## config.mk

```make
export PLATFORM = sky130hd
export DESIGN_NAME = uart_tx_feeder_flat
export DESIGN_NICKNAME = d
export VERILOG_FILES = /design/src/rtl/uart_pkg.sv /design/src/rtl/uart_tx_feeder_if.sv /design/src/rtl/uart_sync_fifo.sv /design/src/rtl/uart_tx_feeder.sv /design/src/flat_wrapper.sv
export SDC_FILE = /design/constraint.sdc
export NUM_CORES = 1
export LEC_CHECK = 0
export ABC_AREA = 1
export CORE_MARGIN = 4
export CORE_UTILIZATION = 54
export CTS_CLUSTER_SIZE = 8
export DETAILED_ROUTE_END_ITERATION = 10
export HOLD_SLACK_MARGIN = 0.06
export PLACE_DENSITY_LB_ADDON = 0.08
export SLEW_MARGIN = 20
export SYNTH_ARGS = -nofsm -noshare
export SYNTH_HDL_FRONTEND = slang
export SYNTH_SLANG_ARGS = --single-unit
```

## constraint.sdc

```tcl
create_clock -name bclk -period 2.5 [get_ports bclk]
set_input_delay 0.625 -clock bclk [delete_from_list [all_inputs] [get_ports bclk]]
set_output_delay 0.625 -clock bclk [all_outputs]
set_load 0.02 [all_outputs]
```

## src/rtl/uart_pkg.sv

```systemverilog
// Shared UART definitions: feeder FSM encoding, byte width, frame timing
// and the default FIFO depth used by the transmit-side feeder.
package uart_pkg;

    localparam int BYTE_W         = 8;
    // bclk cycles per 10-bit frame at 16x oversampling
    localparam int FRAME_CYC      = 160;
    localparam int DEPTH_LOG2_DEF = 4;

    typedef enum logic [1:0] {
        IDLE      = 2'd0,
        LAUNCH    = 2'd1,
        WAIT_ACK  = 2'd2,
        WAIT_DONE = 2'd3
    } feeder_state_t;

endpackage : uart_pkg

```

## src/rtl/uart_tx_feeder_if.sv

```systemverilog
// Producer/transmitter signal bundle for uart_tx_feeder.
// The slave modport is the feeder; the master modport is its environment
// (producer write port plus the transmitter's start/tx_din/tx_done handshake).
// tx_err exists only when UART_TX_FEEDER_TIMEOUT_EN is defined.
interface uart_tx_feeder_if #(
    parameter int DEPTH_LOG2 = uart_pkg::DEPTH_LOG2_DEF
);
    import uart_pkg::*;

    logic                wr_en;
    logic [BYTE_W-1:0]   wr_data;
    logic                ovf_clr;
    logic                tx_done;
    logic                start;
    logic [BYTE_W-1:0]   tx_din;
    logic                full;
    logic                empty;
    logic [DEPTH_LOG2:0] count;
    logic                overflow;
    logic                busy;
`ifdef UART_TX_FEEDER_TIMEOUT_EN
    logic                tx_err;
`endif

    modport master (
        output wr_en, wr_data, ovf_clr, tx_done,
`ifdef UART_TX_FEEDER_TIMEOUT_EN
        input  tx_err,
`endif
        input  start, tx_din, full, empty, count, overflow, busy
    );

    modport slave (
        input  wr_en, wr_data, ovf_clr, tx_done,
`ifdef UART_TX_FEEDER_TIMEOUT_EN
        output tx_err,
`endif
        output start, tx_din, full, empty, count, overflow, busy
    );

endinterface : uart_tx_feeder_if

```

## src/rtl/uart_sync_fifo.sv

```systemverilog
// Single-clock byte FIFO with registered occupancy count.
// full/empty are decoded from the registered count; writes while full and
// pops while empty are ignored. RAM contents are not reset.
module uart_sync_fifo
    import uart_pkg::*;
#(
    parameter int DEPTH_LOG2 = DEPTH_LOG2_DEF
) (
    input  logic                clk_i,
    input  logic                rst_ni,
    input  logic                wr_en_i,
    input  logic [BYTE_W-1:0]   wr_data_i,
    input  logic                rd_en_i,
    output logic [BYTE_W-1:0]   rd_data_o,
    output logic [DEPTH_LOG2:0] count_o,
    output logic                full_o,
    output logic                empty_o
);

    localparam int DEPTH = 2 ** DEPTH_LOG2;
    localparam int CNT_W = DEPTH_LOG2 + 1;

    logic [BYTE_W-1:0]     mem_q [DEPTH];
    logic [DEPTH_LOG2-1:0] wr_ptr_q, wr_ptr_d;
    logic [DEPTH_LOG2-1:0] rd_ptr_q, rd_ptr_d;
    logic [CNT_W-1:0]      count_q, count_d;
    logic                  push, pop;

    assign full_o    = (count_q == CNT_W'(DEPTH));
    assign empty_o   = (count_q == '0);
    assign count_o   = count_q;
    assign rd_data_o = mem_q[rd_ptr_q];

    // a pop in the same cycle never frees room for a write seen against full
    assign push = wr_en_i && !full_o;
    assign pop  = rd_en_i && !empty_o;

    // next pointer and occupancy values
    always_comb begin
        wr_ptr_d = wr_ptr_q;
        rd_ptr_d = rd_ptr_q;
        count_d  = count_q;
        if (push) begin
            wr_ptr_d = wr_ptr_q + DEPTH_LOG2'(1);
        end
        if (pop) begin
            rd_ptr_d = rd_ptr_q + DEPTH_LOG2'(1);
        end
        unique case ({push, pop})
            2'b10:   count_d = count_q + CNT_W'(1);
            2'b01:   count_d = count_q - CNT_W'(1);
            default: count_d = count_q;
        endcase
    end

    // pointer and count registers, flushed by reset
    always_ff @(posedge clk_i or negedge rst_ni) begin
        if (!rst_ni) begin
            wr_ptr_q <= '0;
            rd_ptr_q <= '0;
            count_q  <= '0;
        end else begin
            wr_ptr_q <= wr_ptr_d;
            rd_ptr_q <= rd_ptr_d;
            count_q  <= count_d;
        end
    end

    // storage array write port, no reset
    always_ff @(posedge clk_i) begin
        if (push) begin
            mem_q[wr_ptr_q] <= wr_data_i;
        end
    end

endmodule : uart_sync_fifo

```

## src/rtl/uart_tx_feeder.sv

```systemverilog
// UART transmit feeder: buffers producer bytes in uart_sync_fifo and hands
// them one at a time to the transmitter via start/tx_din/tx_done, all on bclk.
// Optional: define UART_TX_FEEDER_TIMEOUT_EN to add a watchdog on the
// transmitter handshake (TIMEOUT_CYC cycles) with sticky tx_err.
module uart_tx_feeder
    import uart_pkg::*;
#(
    parameter int DEPTH_LOG2 = DEPTH_LOG2_DEF
`ifdef UART_TX_FEEDER_TIMEOUT_EN
    ,
    parameter int TIMEOUT_CYC = 255
`endif
) (
    input  logic             bclk,
    input  logic             rst,
    uart_tx_feeder_if.slave  bus
);

    feeder_state_t       state_q, state_d;
    logic                start_q, start_d;
    logic [BYTE_W-1:0]   tx_din_q, tx_din_d;
    logic                ovf_q, ovf_d;
    logic                fifo_pop;
    logic [BYTE_W-1:0]   fifo_rdata;
    logic [DEPTH_LOG2:0] fifo_count;
    logic                fifo_full;
    logic                fifo_empty;

`ifdef UART_TX_FEEDER_TIMEOUT_EN
    localparam int TMO_W = $clog2(TIMEOUT_CYC + 1);

    logic [TMO_W-1:0] tmo_cnt_q, tmo_cnt_d;
    logic             tmo_hit;
    logic             err_q, err_d;
`endif

    uart_sync_fifo #(
        .DEPTH_LOG2 (DEPTH_LOG2)
    ) u_fifo (
        .clk_i     (bclk),
        .rst_ni    (rst),
        .wr_en_i   (bus.wr_en),
        .wr_data_i (bus.wr_data),
        .rd_en_i   (fifo_pop),
        .rd_data_o (fifo_rdata),
        .count_o   (fifo_count),
        .full_o    (fifo_full),
        .empty_o   (fifo_empty)
    );

    // launch FSM: pop and present a byte, pulse start, then track tx_done low/high
    always_comb begin
        state_d   = state_q;
        start_d   = 1'b0;
        tx_din_d  = tx_din_q;
        fifo_pop  = 1'b0;
`ifdef UART_TX_FEEDER_TIMEOUT_EN
        tmo_cnt_d = '0;
        tmo_hit   = 1'b0;
`endif
        unique case (state_q)
            IDLE: begin
                if (!fifo_empty && bus.tx_done) begin
                    start_d  = 1'b1;
                    tx_din_d = fifo_rdata;
                    fifo_pop = 1'b1;
                    state_d  = LAUNCH;
                end
            end
            LAUNCH:    state_d = WAIT_ACK;
            WAIT_ACK:  if (!bus.tx_done) state_d = WAIT_DONE;
            WAIT_DONE: if (bus.tx_done)  state_d = IDLE;
            default:   state_d = IDLE;
        endcase
`ifdef UART_TX_FEEDER_TIMEOUT_EN
        // only a wait state that is not already advancing can time out
        if ((state_q == WAIT_ACK) || (state_q == WAIT_DONE)) begin
            tmo_cnt_d = tmo_cnt_q + TMO_W'(1);
            if ((tmo_cnt_d == TMO_W'(TIMEOUT_CYC)) && (state_d == state_q)) begin
                tmo_hit   = 1'b1;
                tmo_cnt_d = '0;
                state_d   = IDLE;
            end
        end
`endif
    end

    // sticky error flags: a new event wins over a same-cycle clear
    always_comb begin
        ovf_d = ovf_q;
        if (bus.ovf_clr) begin
            ovf_d = 1'b0;
        end
        if (bus.wr_en && fifo_full) begin
            ovf_d = 1'b1;
        end
`ifdef UART_TX_FEEDER_TIMEOUT_EN
        err_d = err_q;
        if (bus.ovf_clr) begin
            err_d = 1'b0;
        end
        if (tmo_hit) begin
            err_d = 1'b1;
        end
`endif
    end

    // FSM and output registers
    always_ff @(posedge bclk or negedge rst) begin
        if (!rst) begin
            state_q   <= IDLE;
            start_q   <= 1'b0;
            tx_din_q  <= '0;
            ovf_q     <= 1'b0;
`ifdef UART_TX_FEEDER_TIMEOUT_EN
            tmo_cnt_q <= '0;
            err_q     <= 1'b0;
`endif
        end else begin
            state_q   <= state_d;
            start_q   <= start_d;
            tx_din_q  <= tx_din_d;
            ovf_q     <= ovf_d;
`ifdef UART_TX_FEEDER_TIMEOUT_EN
            tmo_cnt_q <= tmo_cnt_d;
            err_q     <= err_d;
`endif
        end
    end

    assign bus.start    = start_q;
    assign bus.tx_din   = tx_din_q;
    assign bus.full     = fifo_full;
    assign bus.empty    = fifo_empty;
    assign bus.count    = fifo_count;
    assign bus.overflow = ovf_q;
    assign bus.busy     = (state_q != IDLE) || !fifo_empty;
`ifdef UART_TX_FEEDER_TIMEOUT_EN
    assign bus.tx_err   = err_q;
`endif

endmodule : uart_tx_feeder

```

## src/flat_wrapper.sv

```systemverilog
// flat-port wrapper written by rule: the top's interface ports become plain ports
module uart_tx_feeder_flat import uart_pkg::*;
#(
    parameter int DEPTH_LOG2 = DEPTH_LOG2_DEF

)
  (bclk, rst, bus_wr_en, bus_wr_data, bus_ovf_clr, bus_tx_done, bus_start, bus_tx_din, bus_full, bus_empty, bus_count, bus_overflow, bus_busy);
  uart_tx_feeder_if #(.DEPTH_LOG2(DEPTH_LOG2)) bus_i ();
  input  logic bclk;
  input  logic rst;
  input wire logic [$bits(bus_i.wr_en)-1:0] bus_wr_en;
  input wire logic [$bits(bus_i.wr_data)-1:0] bus_wr_data;
  input wire logic [$bits(bus_i.ovf_clr)-1:0] bus_ovf_clr;
  input wire logic [$bits(bus_i.tx_done)-1:0] bus_tx_done;
  output wire logic [$bits(bus_i.start)-1:0] bus_start;
  output wire logic [$bits(bus_i.tx_din)-1:0] bus_tx_din;
  output wire logic [$bits(bus_i.full)-1:0] bus_full;
  output wire logic [$bits(bus_i.empty)-1:0] bus_empty;
  output wire logic [$bits(bus_i.count)-1:0] bus_count;
  output wire logic [$bits(bus_i.overflow)-1:0] bus_overflow;
  output wire logic [$bits(bus_i.busy)-1:0] bus_busy;
  assign bus_i.wr_en = bus_wr_en;
  assign bus_i.wr_data = bus_wr_data;
  assign bus_i.ovf_clr = bus_ovf_clr;
  assign bus_i.tx_done = bus_tx_done;
  assign bus_start = bus_i.start;
  assign bus_tx_din = bus_i.tx_din;
  assign bus_full = bus_i.full;
  assign bus_empty = bus_i.empty;
  assign bus_count = bus_i.count;
  assign bus_overflow = bus_i.overflow;
  assign bus_busy = bus_i.busy;
  uart_tx_feeder #(.DEPTH_LOG2(DEPTH_LOG2)) u_core (.bclk(bclk), .rst(rst), .bus(bus_i));
endmodule
```

==> results.md <==
- Setup-failing EPs final: 0
- Comb pwr share: 0.356
- Ys Warns: 0
- Ys async rst share: 0.163
- Hold Path End: u_core.bus.tx_din[2]
- Routed Antenna Nets: 0
- GRT Util Overall: 0.217
- Seq cells post-synth: 153
- MaxCap Viol Count: 0
- Sequential area share after synthesis: 0.647
- CTS HTree Levels: 4
- Drt pass-1 iters: 5
- Crit path kind: reg2out
- Highest clock rate: 439 MHz
- Crit share post-route: 0.911
- CTS root buf: clkbuf_16
- Area leader, netlist: edfxtp_1
- Count leader, synth: nand2_1
- # fillers: 1033
- Hold path depth: 2
- CP required: 1880 ps
- Distinct cells, synth: 26
- # DRC: 0
- Sw Pwr: 3.20 mW
- Sw Share: 0.359
- Share of layout cells above drive strength 1: 0.0840
- IO Pins: 31
- Synth Cell Area: 6910 µm²
- Clock buffer depth: 2
- Hold_sp: u_core.bus.tx_din[2]
- # rows: 41
- R2R Setup Slk: 230 ps
- Reg2Reg Depth: 13
- PortBufs: 30
- P_leak: 3.60 nW
- CP Max Fanout: 4
- Startpoint types: flip-flop
- Actual slew at the worst max-slew pin: 734 ps
- Min cycle time layout: 2280 ps
- Launch point of the worst reg-to-reg path: u_core.u_fifo.count_o[0]
- CP delay by family, top: buffers and inverters
- Vias: 4593
- Top cells by count, synth: 218 x nand2_1, 128 x edfxtp_1, 120 x inv_1
- Worst path bufs/invs: 3
- Internal power: 5.72 mW
- CP max stage delay: 430 ps
- CP max stage cell: dfrtp_1
- GR Overflow Total: 0
- Final wirelength: 14800 µm
- Vias/cell: 4.98
- Starting Density: 0.550
- CP arrival: 1650 ps
- Net Count, Synth: 710
- Unrepaired setup endpoints after global routing: false
- Mean Syn Cell Area: 10.1 µm²
- Status: complete, no violations
- Initial antenna violation count: 0
- 1st-iter DRT viols: 394
- Hold crit path type: reg2reg
- CTS clk-pin slew, worst paths: 60 ps
- Placed Cells: 890
- Top cell type's share of synthesized area: 0.556
- Antenna cells: 0
- CTS Buf Count: 17
- Footprint of the multi-input gates: 1770 µm²
- Chip width: 121 µm
- Hold Fails Final Rpt: 0
- GP Congestion: 0.794
- Wire per inst: 16.0 µm
- Most frequent CP cell: inv_1
- HPWL after DPL: 9270 µm
- Power Dens Cells: 1110 nW/µm²
- Vias in the first global route: 4428
- Die Ht: 121 µm
- Die area: 14700 µm²
- Worst slew margin: 0.511
- CP cell instances: inv_1 > nand4_1 > inv_1 > nand2_1 > dlygate4sd2_1
- Net count, final: 764
- EDFF count, synth: 128
- Storage cell area: 4470 µm²
- First-pass GRT wire length: 23800 µm
- Setup TNS: 0 ps
- Synth Flop Type: edfxtp_1
- Top cells by area, synth: edfxtp_1 56%, nand2_1 12%, dfrtp_1 9.1%
- Synthesis-to-layout area growth: 16.2%
- FF-to-FF End: u_core.u_fifo.count_o[4]
- Clk pwr share: 0.267
- CTS tree: done
- Post-CTS setup repair buffer count: 0
- Synth Instances: 683
- Layout Cells excl Fill: 922
- Critical path endpoint category: primary output
- Critical path depth: 5
- Clock skew: 6.93 ps
- Clock Sinks: 153
- Max VDD drop: 0.565 mV
- Final Max Tran Viols: 0
- Seq pwr share: 0.377
- Core area: 12600 µm²
- Largest net degree at the start of global routing: 66
- Skew-Pair Late Insertion Delay: 420 ps
[per-stage QoR]
| step | area (µm²) | total power [mW] | hold WS (ps) | setup slack (ps) | util |
|---|---|---|---|---|---|
| floorplan | 6910 | 5.64 | 329 | 191 | - |
| global placement | 7480 | 6.51 | 467 | -63.5 | 0.595 |
| detailed placement | 7480 | 6.60 | 467 | -92.7 | 0.595 |
| CTS | 8030 | 8.99 | 480 | 204 | 0.639 |
| global route | 8030 | 9.51 | 498 | 3.17 | 0.639 |
| finish | 8030 | 8.92 | 480 | 223 | 0.639 |
[kinds of logic after synthesis]
group,after synthesis,share of synthesized area
AND/OR/NAND/NOR,343,0.208
flip-flops,153,0.647
buffers and inverters,152,0.0972
adder cells (fa/ha/maj),14,0.0264
AO/OA/AOI/OAI,11,0.00851
XOR/XNOR,9,0.0114
multiplexers,1,0.00145
[layout make-up]
class / instances / area share
Clock buffer: 29 / 0.0636
Tap cell: 172 / 0.0268
Sequential cell: 153 / 0.557
Multi-Input combinational cell: 378 / 0.220
Inverter: 124 / 0.0580
Timing Repair Buffer: 63 / 0.0694
Clock inverter: 3 / 0.00499
[power groups by stage]
stage / clock network [mW] / logic [mW] / registers [mW]
after floorplan: 0 / 2.17 / 3.48
after CTS: 2.42 / 3.21 / 3.36
final: 2.39 / 3.17 / 3.36
after detailed placement: 0 / 3.19 / 3.41
after global routing: 2.55 / 3.57 / 3.39
after global placement: 0 / 3.12 / 3.39
[worst min-delay path: cells and delay by family, from the launching register on]
family	cells	cell delay [ps]
flops	1	340
simple gates	2	100
[state kept, by name, summed over array words and instances (netlist names)]
register,flops
u_core.state_q,2
u_core.bus.tx_din,8
u_core.bus.overflow,1
u_core.u_fifo.mem_q,128
u_core.u_fifo.wr_ptr_q,4
u_core.u_fifo.count_o,5
u_core.u_fifo.rd_ptr_q,4
u_core.bus.start,1
[metal layers]
metal / GRT usage / part of all wire / up-vias
met2: 0.350 / 0.48 / 108
met4: 0.0758 / 0.019 / 0
met1: 0.300 / 0.46 / 2168
met3: 0.0392 / 0.039 / 20
met5: 0 / 0 / -
li1: - / - / 2297
[cells in the final DEF (no fill, tap or decap), types with 2 or more instances in the layout]
master	n
buf_4	32
clkbuf_8	4
nor2_1	9
inv_1	120
nor3_1	13
nand2_1	218
clkdlybuf4s50_1	27
a21oi_1	3
clkbuf_1	8
dlygate4sd2_1	3
inv_2	3
clkbuf_16	17
nand2_2	2
xnor2_1	2
o21ai_0	5
clkinv_2	2
dfrtp_1	24
nand4_1	2
ha_1	13
nand3_1	99
xor2_1	7
edfxtp_1	128
[worst max path at each step]
stage	from	slack (ps)	end
detailed placement	bus_tx_done	-90	u_core.u_fifo.count_o[4]
finish	u_core.u_fifo.count_o[0]	220	bus_busy
floorplan	u_core.u_fifo.count_o[0]	190	u_core.u_fifo.count_o[4]
global placement	bus_tx_done	-60	u_core.u_fifo.count_o[4]
global route	u_core.u_fifo.count_o[0]	3	u_core.u_fifo.count_o[4]
CTS	u_core.u_fifo.count_o[0]	200	bus_busy
[repair_timing]
| item | 4_1_cts | 5_1_grt |
|---|---|---|
| setup endpoints to repair | 3 | 0 |
| resized for setup | 3 | 0 |
| hold buffers | 0 | 0 |
(Power assumes the default switching activity.)
